## config.mk

```make
export PLATFORM = sky130hd
export DESIGN_NAME = x_delay_line_ctrl
export DESIGN_NICKNAME = d
export VERILOG_FILES = /design/src/rtl/x_delay_line_pkg.sv /design/src/rtl/x_delay_line_ctrl_acc.sv /design/src/rtl/x_delay_line_ctrl.sv
export SDC_FILE = /design/constraint.sdc
export NUM_CORES = 1
export LEC_CHECK = 0
export ABC_AREA = 0
export ABC_CLOCK_PERIOD_IN_PS = 3900
export CELL_PAD_IN_SITES_DETAIL_PLACEMENT = 1
export CELL_PAD_IN_SITES_GLOBAL_PLACEMENT = 1
export CORE_MARGIN = 1
export CORE_UTILIZATION = 40
export CTS_CLUSTER_DIAMETER = 200
export DETAILED_ROUTE_END_ITERATION = 8
export PLACE_DENSITY_LB_ADDON = 0.25
export SLEW_MARGIN = 25
export SYNTH_ARGS = -nofsm -noshare
export SYNTH_HDL_FRONTEND = slang
export SYNTH_SLANG_ARGS = --single-unit
export TNS_END_PERCENT = 1
```

## constraint.sdc

```tcl
create_clock -name i_clk -period 3.9 [get_ports i_clk]
set_input_delay 0.39 -clock i_clk [delete_from_list [all_inputs] [get_ports i_clk]]
set_output_delay 0.39 -clock i_clk [all_outputs]
set_load 0.03 [all_outputs]
```

## src/rtl/x_delay_line_pkg.sv

```systemverilog
// Shared types and defaults for the delay-line measurement controller.
package x_delay_line_pkg;

  typedef enum logic [2:0] {
    S_IDLE,
    S_CLEAR,
    S_LAUNCH,
    S_HOLD,
    S_SHIFT,
    S_DONE
  } dl_state_e;

  localparam int DL_LENGTH_DEFAULT    = 128;
  localparam int CLEAR_CYCLES_DEFAULT = 2;

  function automatic int max_int(input int a, input int b);
    return (a > b) ? a : b;
  endfunction

endpackage

```

## src/rtl/x_delay_line_ctrl_acc.sv

```systemverilog
// Serial ones counter for the delay-line snapshot, with optional bubble detector
// (enabled by defining X_DL_CTRL_BUBBLE_CHECK_EN).
module x_delay_line_ctrl_acc
  import x_delay_line_pkg::*;
#(
  parameter int P_DL_LENGTH = DL_LENGTH_DEFAULT
) (
  input  logic                             clk_i,
  input  logic                             rst_i,
  input  logic                             clr_i,
  input  logic                             en_i,
  input  logic                             bit_i,
  output logic [$clog2(P_DL_LENGTH+1)-1:0] count_o,
  output logic                             err_o
);

  localparam int CW = $clog2(P_DL_LENGTH + 1);

  logic [CW-1:0] count_q, count_d;

  always_comb begin
    count_d = count_q;
    if (clr_i) begin
      count_d = '0;
    end else if (en_i) begin
      count_d = count_q + CW'(bit_i);
    end
  end

  always_ff @(posedge clk_i) begin
    if (rst_i) begin
      count_q <= '0;
    end else begin
      count_q <= count_d;
    end
  end

  assign count_o = count_q;

`ifdef X_DL_CTRL_BUBBLE_CHECK_EN
  // Far-end cell arrives first, so a clean thermometer code reads 0...01...1.
  logic seen_one_q, seen_one_d;
  logic err_q, err_d;

  always_comb begin
    seen_one_d = seen_one_q;
    err_d      = err_q;
    if (clr_i) begin
      seen_one_d = 1'b0;
      err_d      = 1'b0;
    end else if (en_i) begin
      if (bit_i) begin
        seen_one_d = 1'b1;
      end else if (seen_one_q) begin
        err_d = 1'b1;
      end
    end
  end

  always_ff @(posedge clk_i) begin
    if (rst_i) begin
      seen_one_q <= 1'b0;
      err_q      <= 1'b0;
    end else begin
      seen_one_q <= seen_one_d;
      err_q      <= err_d;
    end
  end

  assign err_o = err_q;
`else
  assign err_o = 1'b0;
`endif

endmodule

```

## src/rtl/x_delay_line_ctrl.sv

```systemverilog
// Launch / capture / serial read-out sequencer for a tapped delay line.
// Optional bubble flag on o_err when X_DL_CTRL_BUBBLE_CHECK_EN is defined.
//
// state    | meaning
// IDLE     | waiting for i_start
// CLEAR    | flush line with 0 for P_CLEAR_CYCLES
// LAUNCH   | drive 1 into the line for one cycle
// HOLD     | capture disabled, snapshot frozen
// SHIFT    | serial read-out, P_DL_LENGTH samples
// DONE     | result committed; o_valid/o_count/o_err update on exit
module x_delay_line_ctrl
  import x_delay_line_pkg::*;
#(
  parameter int P_DL_LENGTH    = DL_LENGTH_DEFAULT,
  parameter int P_CLEAR_CYCLES = CLEAR_CYCLES_DEFAULT
) (
  input  logic                             i_clk,
  input  logic                             i_rst,
  input  logic                             i_start,
  output logic                             o_busy,
  output logic                             o_dl,
  output logic                             o_dl_en,
  output logic                             o_shift_en,
  input  logic                             i_shift,
  output logic [$clog2(P_DL_LENGTH+1)-1:0] o_count,
  output logic                             o_valid,
  output logic                             o_err
);

  localparam int CW = $clog2(P_DL_LENGTH + 1);
  localparam int TW = $clog2(max_int(P_CLEAR_CYCLES, P_DL_LENGTH));
  localparam logic [TW-1:0] CLEAR_LAST = TW'(P_CLEAR_CYCLES - 1);
  localparam logic [TW-1:0] SHIFT_LAST = TW'(P_DL_LENGTH - 1);

  dl_state_e     state_q;
  logic [TW-1:0] tmr_q;
  logic          busy_q, dl_q, dl_en_q, shift_en_q, valid_q, err_q;
  logic [CW-1:0] count_q;

  logic          acc_clr;
  logic [CW-1:0] acc_count;
  logic          acc_err;

  assign acc_clr = (state_q == S_IDLE) && i_start;

  x_delay_line_ctrl_acc #(
    .P_DL_LENGTH(P_DL_LENGTH)
  ) u_acc (
    .clk_i  (i_clk),
    .rst_i  (i_rst),
    .clr_i  (acc_clr),
    .en_i   (shift_en_q),
    .bit_i  (i_shift),
    .count_o(acc_count),
    .err_o  (acc_err)
  );

  // Outputs are loaded together with the state they belong to, so they are
  // registered yet aligned with state_q.
  always_ff @(posedge i_clk) begin
    if (i_rst) begin
      state_q    <= S_IDLE;
      tmr_q      <= '0;
      busy_q     <= 1'b0;
      dl_q       <= 1'b0;
      dl_en_q    <= 1'b0;
      shift_en_q <= 1'b0;
      valid_q    <= 1'b0;
      count_q    <= '0;
      err_q      <= 1'b0;
    end else begin
      valid_q <= 1'b0;
      case (state_q)
        S_IDLE: begin
          if (i_start) begin
            state_q <= S_CLEAR;
            tmr_q   <= CLEAR_LAST;
            busy_q  <= 1'b1;
            dl_en_q <= 1'b1;
          end
        end
        S_CLEAR: begin
          if (tmr_q == '0) begin
            state_q <= S_LAUNCH;
            dl_q    <= 1'b1;
          end else begin
            tmr_q <= tmr_q - TW'(1);
          end
        end
        S_LAUNCH: begin
          state_q <= S_HOLD;
          dl_q    <= 1'b0;
          dl_en_q <= 1'b0;
        end
        S_HOLD: begin
          state_q    <= S_SHIFT;
          tmr_q      <= SHIFT_LAST;
          shift_en_q <= 1'b1;
        end
        S_SHIFT: begin
          if (tmr_q == '0) begin
            state_q    <= S_DONE;
            shift_en_q <= 1'b0;
          end else begin
            tmr_q <= tmr_q - TW'(1);
          end
        end
        S_DONE: begin
          state_q <= S_IDLE;
          busy_q  <= 1'b0;
          valid_q <= 1'b1;
          count_q <= acc_count;
          err_q   <= acc_err;
        end
        default: begin
          state_q    <= S_IDLE;
          busy_q     <= 1'b0;
          dl_q       <= 1'b0;
          dl_en_q    <= 1'b0;
          shift_en_q <= 1'b0;
        end
      endcase
    end
  end

  assign o_busy     = busy_q;
  assign o_dl       = dl_q;
  assign o_dl_en    = dl_en_q;
  assign o_shift_en = shift_en_q;
  assign o_valid    = valid_q;
  assign o_count    = count_q;
  assign o_err      = err_q;

endmodule

```

## After elaboration in Yosys (flattened, before gate mapping)

Cells that the tools add are included.

- Add/sub/neg operators: 2
- Equality and inequality tests: 9
- Multiplexer cells: 15
- Bitwise gates (word level): 4
- Reductions and logical operators: 16

Operators by type and width:

| cell | count |
|---|---|
| $pmux W7 S3 | 1 |
| $reduce_or A4 Y1 | 4 |
| $pmux W3 S5 | 1 |
| $mux W7 | 2 |
| $mux W3 | 3 |
| $add A8 B1 Y8 | 1 |
| $ne A2 B2 Y1 const B | 4 |
| $reduce_and A2 Y1 | 4 |
| $logic_not A7 Y1 | 1 |
| $sub A7 B1 Y7 const B | 1 |
| $eq A3 B2 Y1 const B | 2 |
| $eq A3 B3 Y1 const B | 2 |
| $pmux W1 S2 | 3 |
| $reduce_and A3 Y1 | 2 |
| $mux W1 | 4 |
| $not A1 Y1 | 4 |
| $reduce_or A2 Y1 | 2 |
| $eq A3 B1 Y1 const B | 1 |
| $logic_not A3 Y1 | 1 |
| $pmux W1 S3 | 1 |
| $reduce_bool A3 Y1 | 1 |
| $logic_and A1 B1 Y1 | 1 |

- Register bits: 31
- Input bits: 4

## Logic depth before layout (Yosys ltp)

- Depth in word-level cells: 4
- Gate-level depth with buffers: 7
- Gate-level depth less buffers: 6

## Modules after synthesis

Synthesis repeated with hierarchy kept, for this count alone.

- Cell total of the unflattened synthesis: 177
- Area total of the unflattened synthesis: 1496.4 µm²

By module, submodules not included:

| module | times used | cells each | area each (µm²) | sequential area each (µm²) |
|---|---|---|---|---|
| x_delay_line_ctrl | 1 | 136 | 1126.1 | 480.5 |
| x_delay_line_ctrl_acc | 1 | 41 | 370.4 | 160.2 |

## Worst setup path before layout

No wires, ideal clock.

- Path type: register -> register
- From: register tmr_q[0]
- To: register tmr_q[3]
- Library setup time: 0.142 ns
- Arrival time: 1.603 ns
- Slack: 2.155 ns
- Cell stages (with the launch flop): 8
- Buffers on the path: 1
- Period minus slack after synthesis: 1.745 ns
- Path through: dfxtp_1 -> inv_1 -> ha_1 -> nor4bb_1 -> a211o_1 -> buf_6 -> a2111oi_0 -> a2111oi_1

- Word-level cells in the longest chain between the ends: 3
- Elaborated cells between the ends (all ways): 6
- Classes of those cells: add/sub: 1; eq/ne: 1; mux: 2; reduce/logical: 2

Ends and longest elaborated chain:

| item | line | RTL |
|---|---|---|
| start: declaration | x_delay_line_ctrl.sv:36 | `logic [TW-1:0] tmr_q;` |
| start signal: assignment | x_delay_line_ctrl.sv:87 | `tmr_q <= tmr_q - TW'(1);` |
| start signal: assignment | x_delay_line_ctrl.sv:105 | `tmr_q <= tmr_q - TW'(1);` |
| $sub A7 B1 Y7 or $logic_not A7 Y1 (tied branches) | - |  |
| $mux W7 or $ne A2 B2 Y1 (tied branches) | - |  |
| $pmux W7 S3 or $reduce_and A3 Y1 (tied branches) | - |  |

Several ways; a longest one is shown, not always the timed one. The select of a mux whose other input is x is not followed.
A chain may end at the register's enable or synchronous reset.

## Worst setup path after layout

- From: register tmr_q[0]
- To: register tmr_q[1]

Same word-level chain as after synthesis.

==> load_flow_metrics.sql <==
INSERT INTO impl_metrics (metric_group, metric, value, unit) VALUES
('clock_tree', 'number_of_buffers_created_by_cts', '5', ''),
('final_layout', 'most_common_cell_after_layout_fill_and_taps_aside', 'dfxtp_1', ''),
('yosys', 'syn_area', '1560', 'um^2'),
('hold_path', 'hold_path_startpoint', 'o_dl', ''),
('sta', 'final_hold_viol_count', '0', ''),
('place', 'pre_cts_slack', '1.71', 'ns'),
('grt', 'antenna_found_initial', '0', ''),
('routing', 'drt_pre_antenna_iters', '4', ''),
('status', 'status', 'finished clean', ''),
('place', 'dpl.hpwl', '2490', 'um'),
('floorplanning', 'io_pins', '18', ''),
('sta', 'timing.final.crit_share', '54.1', '%'),
('power_and_ir_drop', 'comb_power_share', '43.8', '%'),
('clock_tree', 'post_cts_resize_count', '0', ''),
('sta', 'layout_min_cycle_time', '2.11', 'ns'),
('clock_tree', 'setup_repair_bufs_after_cts', '0', ''),
('clock_tree', 'clock_sink_count', '31', ''),
('final_layout', 'ant_diodes', '0', ''),
('sta', 'rsz_0062_raised_after_global_routing', 'no', ''),
('clock_tree', 'cts_root_buf', 'clkbuf_8', ''),
('sta', 'finalHoldWorstSlack', '0.490', 'ns'),
('routing', 'via_per_inst', '5.62', ''),
('final_layout', 'drive_above_1_share', '6.56', '%'),
('grt', 'gr-usage-all-layers', '19.6', '%'),
('yosys', 'seq_total_area_yosys', '39.7', '%'),
('yosys', 'syn_area_per_cell', '9.08', 'um^2'),
('yosys', 'synth_top_flop_cell', 'dfxtp_1', ''),
('floorplanning', 'floorplan.die_area', '4160', 'um^2'),
('setup_path', 'critical_path_required', '4.01', 'ns'),
('final_layout', 'areaGrowthSynthToFinish', '12.6', '%'),
('power_and_ir_drop', 'vdd_drop_max', '0.263', 'mV'),
('routing', 'drt_drc_violations_left', '0', ''),
('final_layout', 'number_of_nets_in_the_layout', '190', ''),
('floorplanning', 'placement_rows', '22', ''),
('power_and_ir_drop', 'pwrdens', '721', 'nW/um^2'),
('sta', 'setup-violations-final', '0', ''),
('clock_tree', 'cts_tree', 'done', ''),
('yosys', 'count_of_flip_flops_with_a_built_in_enable_after_synthesis', '0', ''),
('setup_path', 'worstReg2RegStart', 'tmr_q[0]', ''),
('routing', 'drt_iter0_drc', '107', ''),
('sta', 'fin_ws', '1.79', 'ns'),
('place', 'dpl_cell_area', '1680', 'um^2'),
('final_layout', 'leading_cell_types_in_the_layout_fill_and_taps_excluded', 'dfxtp_1 (31), nor2_1 (24), clkdlybuf4s50_1 (16), a21oi_1 (11), mux2i_1 (10)', ''),
('clock_tree', 'hold_buffers', '0', ''),
('grt', 'grt_pass1_wl', '6140', 'um'),
('power_and_ir_drop', 'power_leakage', '0.654', 'nW'),
('floorplanning', 'floorplan.initialDensity', '42.0', '%'),
('power_and_ir_drop', 'sequentialPowerShare', '37.2', '%'),
('place', 'gpl.final_weighted_congestion', '0.737', ''),
('clock_tree', 'clock_latency_at_the_later_pin_of_the_worst_skew_pair', '0.29', 'ns'),
('grt', 'globalRoute.totalOverflow', '0', ''),
('floorplanning', 'dieWidth', '64.5', 'um'),
('sta', 'fmaxAchievable', '474', 'MHz'),
('sta', 'clock-skew-final', '0.00742', 'ns'),
('flow_run', 'drv_cap', '0', ''),
('power_and_ir_drop', 'switchingPower', '0.524', 'mW'),
('grt', 'first_global_vias', '1308', ''),
('clock_tree', 'clk_pin_slew_worst_paths', '0.06', 'ns'),
('yosys', 'number_of_warning_messages_in_the_yosys_log', '0', ''),
('setup_path', 'cp_max_fo', '7', ''),
('sta', 'max_slew.worst_pin.slew', '0.975', 'ns'),
('final_layout', 'postLayoutCellArea', '1760', 'um^2'),
('floorplanning', 'fp.coreArea', '3720', 'um^2'),
('clock_tree', 'clock_tree.htree_level_count', '2', ''),
('yosys', 'synth_cell_type_count', '42', ''),
('place', 'port_buffers', '16', ''),
('routing', 'totalWireLength', '3560', 'um'),
('power_and_ir_drop', 'p_int', '0.743', 'mW'),
('clock_tree', 'cts.path.max_buffers', '2', ''),
('grt', 'pin_count_of_the_biggest_net_entering_global_routing', '26', ''),
('setup_path', 'critPathKind', 'flip-flop to flip-flop', '');
## power by group through the flow
stage | Sequential [mW] | Combinational, mW | Clock (mW)
after floorplan | 0.452 | 0.472 | 0
final | 0.471 | 0.555 | 0.241
after global routing | 0.486 | 0.616 | 0.266
after CTS | 0.470 | 0.561 | 0.250
after detailed placement | 0.477 | 0.558 | 0
after global placement | 0.472 | 0.527 | 0
## metrics by stage
stage | power (mW) | util [%] | instances
finish | 1.27 | 47.3 | 231
CTS | 1.28 | 47.3 | 231
global route | 1.37 | 47.3 | 231
floorplan | 0.924 | - | 172
detailed placement | 1.03 | 45.1 | 223
global placement | 0.999 | 45.1 | 223
## synthesized netlist by cell type (2+ instances only)
library cell / instances / area share [%]
clkbuf_1: 4 / 0.96
nand2_1: 9 / 2.2
nand4_1: 5 / 2.0
nor2_1: 24 / 5.8
a2111oi_0: 4 / 2.2
buf_2: 2 / 0.64
inv_1: 8 / 1.9
nor3b_1: 3 / 1.4
ha_1: 4 / 3.2
mux2i_1: 10 / 6.4
a21oi_1: 11 / 3.5
a2111oi_1: 5 / 3.2
nor3_1: 5 / 1.6
clkbuf_8: 2 / 1.8
buf_6: 4 / 2.9
xor2_1: 3 / 1.7
or3_1: 3 / 1.2
dfxtp_1: 31 / 40
xnor2_1: 2 / 1.1
a221oi_1: 7 / 3.9
a31oi_1: 2 / 0.80
o21ai_0: 4 / 1.3
## worst max-delay path, stage by stage (launching register included)
cell	delay, ns
dfxtp_1	0.31
inv_1	0.11
ha_1	0.19
nor3b_1	0.41
a31oi_1	0.14
a21oi_1	0.57
a221oi_1	0.20
## state kept, by name (all words and copies together), names as in the netlist
name	cells
o_busy	1
o_count	8
o_dl	1
o_dl_en	1
o_shift_en	1
o_valid	1
state_q	3
tmr_q	7
u_acc.count_o	8
## routing by layer
layer  up-vias  share of wire (%)  global-route usage (%)
met5         -                  0                       0
met4         0                2.5                    10.8
met3        10                3.0                    5.11
met2        17                 51                    32.4
met1       631                 44                    23.0
li1        641                  -                       -
## final timing paths
| check | endpoint | slack (ns) | cells past startpoint |
|---|---|---|---|
| max | tmr_q[1] | 1.79 | 6 |
| min | o_dl | 0.49 | 2 |
| max reg2reg | tmr_q[1] | 1.79 | 6 |
| min reg2reg | o_dl | 0.49 | 2 |
## cell type report
class | count | area (um^2)
fillers | 447 | 1960
repair buffers | 16 | 160
clock inverters | 1 | 5.00
inverters | 8 | 30.0
well taps | 48 | 60.1
multi-input cells | 120 | 806
clock buffers | 7 | 76.3
flip-flops and latches | 31 | 621
## cells by family (layout without fill, tap and decap cells)
group | after synthesis | in the layout | share of synthesized area (%)
AND/OR/NAND/NOR | 61 | 61 | 20.7
flip-flops | 31 | 31 | 39.7
multiplexers | 10 | 10 | 6.41
XOR/XNOR | 5 | 5 | 2.80
buffers and inverters | 21 | 32 | 8.65
other | 1 | 1 | 0.240
AO/OA/AOI/OAI | 39 | 39 | 18.3
adder cells (fa/ha/maj) | 4 | 4 | 3.21
No activity file was read; power rests on OpenSTA's default activity.
